## config.mk

```make
export PLATFORM = sky130hd
export DESIGN_NAME = pcs_rx_ordered_set
export DESIGN_NICKNAME = d
export VERILOG_FILES = /design/src/rtl/pcs_os_pkg.sv /design/src/rtl/pcs_rx_stat_cnt.sv /design/src/rtl/pcs_rx_ordered_set.sv
export SDC_FILE = /design/constraint.sdc
export NUM_CORES = 1
export LEC_CHECK = 0
export BUFFER_PORTS_ARGS = -buffer_cell sky130_fd_sc_hd__buf_2
export CORE_ASPECT_RATIO = 1.4
export CORE_MARGIN = 5
export CORE_UTILIZATION = 41
export DETAILED_ROUTE_END_ITERATION = 8
export PLACE_DENSITY = 0.75
export SLEW_MARGIN = 20
export SYNTH_ARGS = -nofsm -noshare
export SYNTH_HDL_FRONTEND = slang
export SYNTH_SLANG_ARGS = --single-unit
export TNS_END_PERCENT = 1
```

## constraint.sdc

```tcl
create_clock -name clk -period 1.51 [get_ports clk]
set_clock_uncertainty 0.05 [all_clocks]
set_input_delay 0.453 -clock clk [delete_from_list [all_inputs] [get_ports clk]]
set_output_delay 0.453 -clock clk [all_outputs]
set_load 0.01 [all_outputs]
```

## src/rtl/pcs_os_pkg.sv

```systemverilog
// -----------------------------------------------------------------------------
// pcs_os_pkg
// Definitions shared by the PCS transmit and receive ordered-set logic:
//   - 8b code-group constants for the control and idle code-groups
//   - one-hot ordered-set class codes (same encoding on tx_o_set / rx_o_set)
//   - receive ordered-set FSM state encodings (one-hot)
//   - helper that recognises the second code-group of an /I/ ordered set
// No ports (package).
// -----------------------------------------------------------------------------
package pcs_os_pkg;

  // Control code-groups (rx_is_k = 1)
  localparam logic [7:0] K28_5 = 8'hBC;  // comma, first octet of /I/
  localparam logic [7:0] K27_7 = 8'hFB;  // /S/ start of packet
  localparam logic [7:0] K29_7 = 8'hFD;  // /T/ end of packet
  localparam logic [7:0] K23_7 = 8'hF7;  // /R/ carrier extend

  // Data code-groups (rx_is_k = 0) completing an /I/ ordered set
  localparam logic [7:0] D5_6  = 8'hC5;
  localparam logic [7:0] D16_2 = 8'h50;

  // One-hot ordered-set classes
  localparam logic [4:0] OS_NONE = 5'b00000;
  localparam logic [4:0] OS_R    = 5'b00001;
  localparam logic [4:0] OS_S    = 5'b00010;
  localparam logic [4:0] OS_T    = 5'b00100;
  localparam logic [4:0] OS_D    = 5'b01000;
  localparam logic [4:0] OS_I    = 5'b10000;

  // Receive FSM states, one-hot
  typedef enum logic [4:0] {
    RX_WAIT_FOR_K = 5'b00001,
    RX_IDLE_D     = 5'b00010,
    RX_IDLE       = 5'b00100,
    RX_RECEIVE    = 5'b01000,
    RX_TRI_RRI    = 5'b10000
  } rx_state_e;

  // True when the code-group is a valid second half of /I/ (D5.6 or D16.2)
  function automatic logic is_idle_data(input logic is_k, input logic [7:0] cg);
    return !is_k && ((cg == D5_6) || (cg == D16_2));
  endfunction

endpackage

```

## src/rtl/pcs_rx_stat_cnt.sv

```systemverilog
// -----------------------------------------------------------------------------
// pcs_rx_stat_cnt
// Saturating statistics counter. Counts one per clock while en_i is high,
// holds at all-ones, and clears only on reset.
// Ports:
//   clk_i   in   1      clock, posedge
//   rst_ni  in   1      asynchronous active-low reset
//   en_i    in   1      count enable
//   cnt_o   out  CNT_W  current count
// -----------------------------------------------------------------------------
module pcs_rx_stat_cnt #(
  parameter int CNT_W = 16
) (
  input  logic             clk_i,
  input  logic             rst_ni,
  input  logic             en_i,
  output logic [CNT_W-1:0] cnt_o
);

  logic [CNT_W-1:0] cnt_q;

  always_ff @(posedge clk_i or negedge rst_ni) begin
    if (!rst_ni) begin
      cnt_q <= '0;
    end else if (en_i && (cnt_q != '1)) begin
      cnt_q <= cnt_q + CNT_W'(1);
    end
  end

  assign cnt_o = cnt_q;

endmodule

```

## src/rtl/pcs_rx_ordered_set.sv

```systemverilog
// -----------------------------------------------------------------------------
// pcs_rx_ordered_set
// Receive-side PCS ordered-set FSM. Classifies decoded code-groups into
// /I/ /S/ /D/ /T/ /R/ and rebuilds GMII RXD / RX_DV / RX_ER. All outputs are
// registered: a code-group accepted at edge n shows on the outputs after it.
// Optional statistics counters are built only when PCS_RX_STATS_EN is defined;
// otherwise pkt_cnt / err_cnt are tied to zero.
// Ports:
//   clk            in   1      clock, posedge
//   mr_main_reset  in   1      asynchronous active-low reset
//   rx_valid       in   1      decoder in sync, code-group valid
//   rx_is_k        in   1      code-group is a control (K) symbol
//   rx_code_group  in   8      decoded octet
//   RXD            out  8      received data octet
//   RX_DV          out  1      receive data valid
//   RX_ER          out  1      receive error
//   rx_o_set       out  5      one-hot ordered-set class (0 = invalid)
//   pkt_cnt        out  CNT_W  frames ended by /T/ (saturating)
//   err_cnt        out  CNT_W  cycles with RX_ER=1 (saturating)
// -----------------------------------------------------------------------------
module pcs_rx_ordered_set
  import pcs_os_pkg::*;
#(
  parameter int         CNT_W    = 16,
  parameter logic [7:0] PREAMBLE = 8'h55
) (
  input  logic             clk,
  input  logic             mr_main_reset,
  input  logic             rx_valid,
  input  logic             rx_is_k,
  input  logic [7:0]       rx_code_group,
  output logic [7:0]       RXD,
  output logic             RX_DV,
  output logic             RX_ER,
  output logic [4:0]       rx_o_set,
  output logic [CNT_W-1:0] pkt_cnt,
  output logic [CNT_W-1:0] err_cnt
);

  rx_state_e  state_q, state_d;
  logic [7:0] rxd_q,   rxd_d;
  logic       dv_q,    dv_d;
  logic       er_q,    er_d;
  logic [4:0] oset_q,  oset_d;
`ifdef PCS_RX_STATS_EN
  logic       pkt_end_d;
`endif

  logic is_comma;
  assign is_comma = rx_is_k && (rx_code_group == K28_5);

  always_comb begin
    state_d = state_q;
    rxd_d   = '0;
    dv_d    = 1'b0;
    er_d    = 1'b0;
    oset_d  = OS_NONE;
`ifdef PCS_RX_STATS_EN
    pkt_end_d = 1'b0;
`endif
    if (!rx_valid) begin
      // Loss of sync aborts any frame; flag the abort only if one was open.
      state_d = RX_WAIT_FOR_K;
      er_d    = (state_q == RX_RECEIVE);
    end else begin
      case (state_q)
        RX_WAIT_FOR_K: begin
          if (is_comma) state_d = RX_IDLE_D;
        end
        RX_IDLE_D: begin
          if (is_idle_data(rx_is_k, rx_code_group)) begin
            state_d = RX_IDLE;
            oset_d  = OS_I;
          end else begin
            state_d = RX_WAIT_FOR_K;
          end
        end
        RX_IDLE: begin
          if (is_comma) begin
            state_d = RX_IDLE_D;
          end else if (rx_is_k && (rx_code_group == K27_7)) begin
            state_d = RX_RECEIVE;
            rxd_d   = PREAMBLE;
            dv_d    = 1'b1;
            oset_d  = OS_S;
          end else begin
            state_d = RX_WAIT_FOR_K;
          end
        end
        RX_RECEIVE: begin
          if (!rx_is_k) begin
            rxd_d  = rx_code_group;
            dv_d   = 1'b1;
            oset_d = OS_D;
          end else if (rx_code_group == K29_7) begin
            state_d = RX_TRI_RRI;
            oset_d  = OS_T;
`ifdef PCS_RX_STATS_EN
            pkt_end_d = 1'b1;
`endif
          end else if (is_comma) begin
            // Frame cut short by idle: close it with a one-cycle error.
            state_d = RX_IDLE_D;
            er_d    = 1'b1;
          end else begin
            // Unexpected K inside a frame (includes a second /S/).
            rxd_d = rx_code_group;
            dv_d  = 1'b1;
            er_d  = 1'b1;
          end
        end
        RX_TRI_RRI: begin
          if (rx_is_k && (rx_code_group == K23_7)) begin
            oset_d = OS_R;
          end else if (is_comma) begin
            state_d = RX_IDLE_D;
          end else begin
            state_d = RX_WAIT_FOR_K;
          end
        end
        default: state_d = RX_WAIT_FOR_K;
      endcase
    end
  end

  always_ff @(posedge clk or negedge mr_main_reset) begin
    if (!mr_main_reset) begin
      state_q <= RX_WAIT_FOR_K;
      rxd_q   <= '0;
      dv_q    <= 1'b0;
      er_q    <= 1'b0;
      oset_q  <= OS_NONE;
    end else begin
      state_q <= state_d;
      rxd_q   <= rxd_d;
      dv_q    <= dv_d;
      er_q    <= er_d;
      oset_q  <= oset_d;
    end
  end

  assign RXD      = rxd_q;
  assign RX_DV    = dv_q;
  assign RX_ER    = er_q;
  assign rx_o_set = oset_q;

`ifdef PCS_RX_STATS_EN
  // Enables use the next-state values so the counts move with the outputs.
  pcs_rx_stat_cnt #(.CNT_W(CNT_W)) u_pkt_cnt (
    .clk_i  (clk),
    .rst_ni (mr_main_reset),
    .en_i   (pkt_end_d),
    .cnt_o  (pkt_cnt)
  );

  pcs_rx_stat_cnt #(.CNT_W(CNT_W)) u_err_cnt (
    .clk_i  (clk),
    .rst_ni (mr_main_reset),
    .en_i   (er_d),
    .cnt_o  (err_cnt)
  );
`else
  assign pkt_cnt = '0;
  assign err_cnt = '0;
`endif

endmodule

```

==> reports/qor.txt <==
Number of routed nets with antenna violations -> 0
CTS buffer count -> 3
Layout cells sized above 1 -> 41.8%
IO Pins -> 59
Final WS setup -> -0.0607 ns
Leading area contributor after synthesis -> dfrtp_1
Vias in the first global route -> 1075
HPWL Detailed -> 2250 um
Logic pwr share -> 11.9%
Clock power share -> 34.8%
Clock transition at path regs -> 0.07 ns
Setup tns final -> -0.138 ns
Max FO, Critical Path -> 4
Buf+Inv Stages, Crit Path -> 1
Synth Register Bits -> 20
CP Launch Type -> register
Die X-Extent -> 56.2 um
RR Startpoint -> state_q[0]
Maximum VDD drop -> 308 uV
FF-to-FF path depth -> 6
Worst-Skew Late Latency -> 0.26 ns
CP Capture Type -> register
Routability cong. -> 0.866
Final core utilization -> 51.5%
Initial antenna violation count -> 0
Post-CTS Hold Fix Bufs -> 0
CTS H-tree lvls -> 1
Sw Share -> 24.5%
WP data arrival -> 1.70 ns
First-pass DRT Iterations -> 5
Detailed Route WL -> 2860 um
RSZ-0062 raised after global routing -> yes
Root buffer cell -> clkbuf_8
Via density -> 4.86
Seq/Total Area, Yosys -> 41.0%
Die ar. -> 0.00419 mm^2
Sequential power share -> 53.3%
# setup viols final -> 5
Switch Pwr -> 0.000246 W
Drt wl/cell -> 13.8 um
Critical path origin -> state_q[0]
Min-delay worst type -> in2async
R2R Setup Slk -> -0.06 ns
Fmax -> 0.637 GHz
Iter 0 DRT Violations -> 24
Outcome -> finished with violations
CTS tree -> yes
Clock sinks -> 20
Total congestion overflow after global routing -> 0
Total GRT Usage -> 13.2%
Num rows -> 23
Proportion of netlist area held by the largest area contributor -> 38.9%
Core region area -> 0.00288 mm^2
Max stage delay on crit path -> 0.40 ns
Clock Tree Buf Depth -> 2
Area growth from synthesis to layout -> 21.2%
Crit-path cells -> buf_4, nor4bb_1, nand4_1, o21ai_1, o22ai_1, a21oi_1
Critical path data required time -> 1.64 ns
Die H -> 74.6 um
Ys flop type -> dfrtp_1
LEAKAGE -> 0.826 nW
Cell family with most CP delay -> simple AND/OR/NAND/NOR gates
Post-synth ARST share -> 100%
Synth Instances -> 122
Violated checks -> setup timing
First-pass GRT wire length -> 4510 um
DRC violations left -> 0
Starting Density -> 42.5%
Mean area per synthesized cell -> 10.0 um^2
Worst R2R End -> state_q[1]
Power density over the cells -> 679 mW/mm^2
Largest net degree at the start of global routing -> 21
Hold violation count in the final report -> 0
Library cells used by synthesis -> 39
Top cells by area, synth -> dfrtp_1 (39%), buf_4 (20%), and4_2 (3.3%), and2_1 (2.6%), dfstp_2 (2.1%)
Max-cap check violation count -> 0
Final Cycle Share -> 104%
Port Buf Inserts -> 26
Hold WS -> 0.0758 ns
P_int -> 0.000760 W
Vias -> 1007
Mapped cell area -> 0.00122 mm^2
Warnings, synthesis -> 0
Slew Limit Fails -> 0
Crit path time final -> 1.57 ns
CP Class -> reg2reg
Ant diodes -> 0
CP max-delay cell -> dfstp_2
Net total in the final layout -> 183
Post-synth EDFFs -> 0
==> cell families after synthesis <==
group | after synthesis | share of synthesized area [%]
AO/OA/AOI/OAI | 14 | 8.80
XOR/XNOR | 3 | 2.15
other | 1 | 0.307
flip-flops | 20 | 41.0
AND/OR/NAND/NOR | 49 | 27.0
buffers and inverters | 35 | 20.7
==> worst max path at each step <==
stage	to	slack (ns)	cells past startpoint
floorplan	state_q[0]	-0.08	5
global placement	state_q[0]	-0.25	6
detailed placement	state_q[0]	-0.30	6
CTS	state_q[0]	-0.02	6
global route	state_q[1]	-0.12	6
finish	state_q[1]	-0.06	6
==> worst register-to-register path: stages (launching register included) <==
cell and delay [ns]:
dfstp_2 0.40, buf_4 0.15, nor4bb_1 0.29, nand4_1 0.17, o21ai_1 0.16, o22ai_1 0.11
a21oi_1 0.17
==> stage by stage <==
| step | cells | area, um^2 | power (W) | setup slack, ns |
|---|---|---|---|---|
| 5_1_grt | 207 | 1480 | 0.00105 | -0.118 |
| 4_1_cts | 206 | 1470 | 0.00101 | -0.0205 |
| 3_5_place_dp | 202 | 1410 | 0.000661 | -0.301 |
| 3_3_place_gp | 202 | 1410 | 0.000659 | -0.246 |
| 2_1_floorplan | 153 | 1340 | 0.000661 | -0.0831 |
| 6_report | 207 | 1480 | 0.00101 | -0.0607 |
==> placed cells by master (no fill, tap or decap), drive strengths merged, types with 3 or more instances in the layout <==
cell / n
nor2: 8
conb: 32
and3: 5
nor2b: 4
nand3: 3
buf: 46
clkbuf: 4
and2: 6
a21oi: 3
nand4: 3
o21ai: 4
dfrtp: 19
and4: 5
==> registers in the layout, indices dropped and copies added (netlist names) <==
signal,flops
RXD,8
RX_DV,1
RX_ER,1
rx_o_set,5
state_q,5
==> routing by layer <==
layer  vias to the layer above  wire length [um]  part of all wire, %  global-route usage (%)
met5                         -                 0                    0                       0
met4                         0                63                  2.2                    5.01
met3                         5               317                   11                    3.47
met2                        65              1510                   53                    26.8
met1                       484               965                   34                    12.6
li1                        453                 -                    -                       -
==> synthesized netlist by cell type, types with 2 or more instances <==
library cell / number
a21oi_1: 3
nand4_1: 3
o21ai_0: 4
and3_2: 2
a211oi_2: 2
or4b_1: 2
and2_1: 5
nand4b_1: 2
xor2_1: 2
buf_4: 32
dfrtp_1: 19
nand2b_1: 2
nand2_1: 2
nand3_1: 3
nor2b_1: 4
inv_1: 2
and3_1: 2
and4_2: 4
nor2_1: 7
==> final cells by class <==
class                      instances  area, um^2
multi-input combinational         98         597
timing repair buffer              46         280
clock buffer                       4        45.0
tap                               37        46.3
inverter                           2        7.51
fill                             275        1400
sequential                        20         505
==> power groups by stage <==
stage | clock network [W] | logic [W] | registers [W]
after floorplan | 0 | 0.000114 | 0.000546
after global placement | 0 | 0.000112 | 0.000546
after detailed placement | 0 | 0.000115 | 0.000546
after CTS | 0.000361 | 0.000116 | 0.000536
after global routing | 0.000384 | 0.000132 | 0.000536
final | 0.000350 | 0.000120 | 0.000536
==> timing repair <==
action	CTS	global route
hold endpoints to repair	0	0
pin swaps	2	4
setup endpoints to repair	5	12
buffers inserted	0	1
gates resized for setup	4	5
No activity file was read; power rests on OpenSTA's default activity.
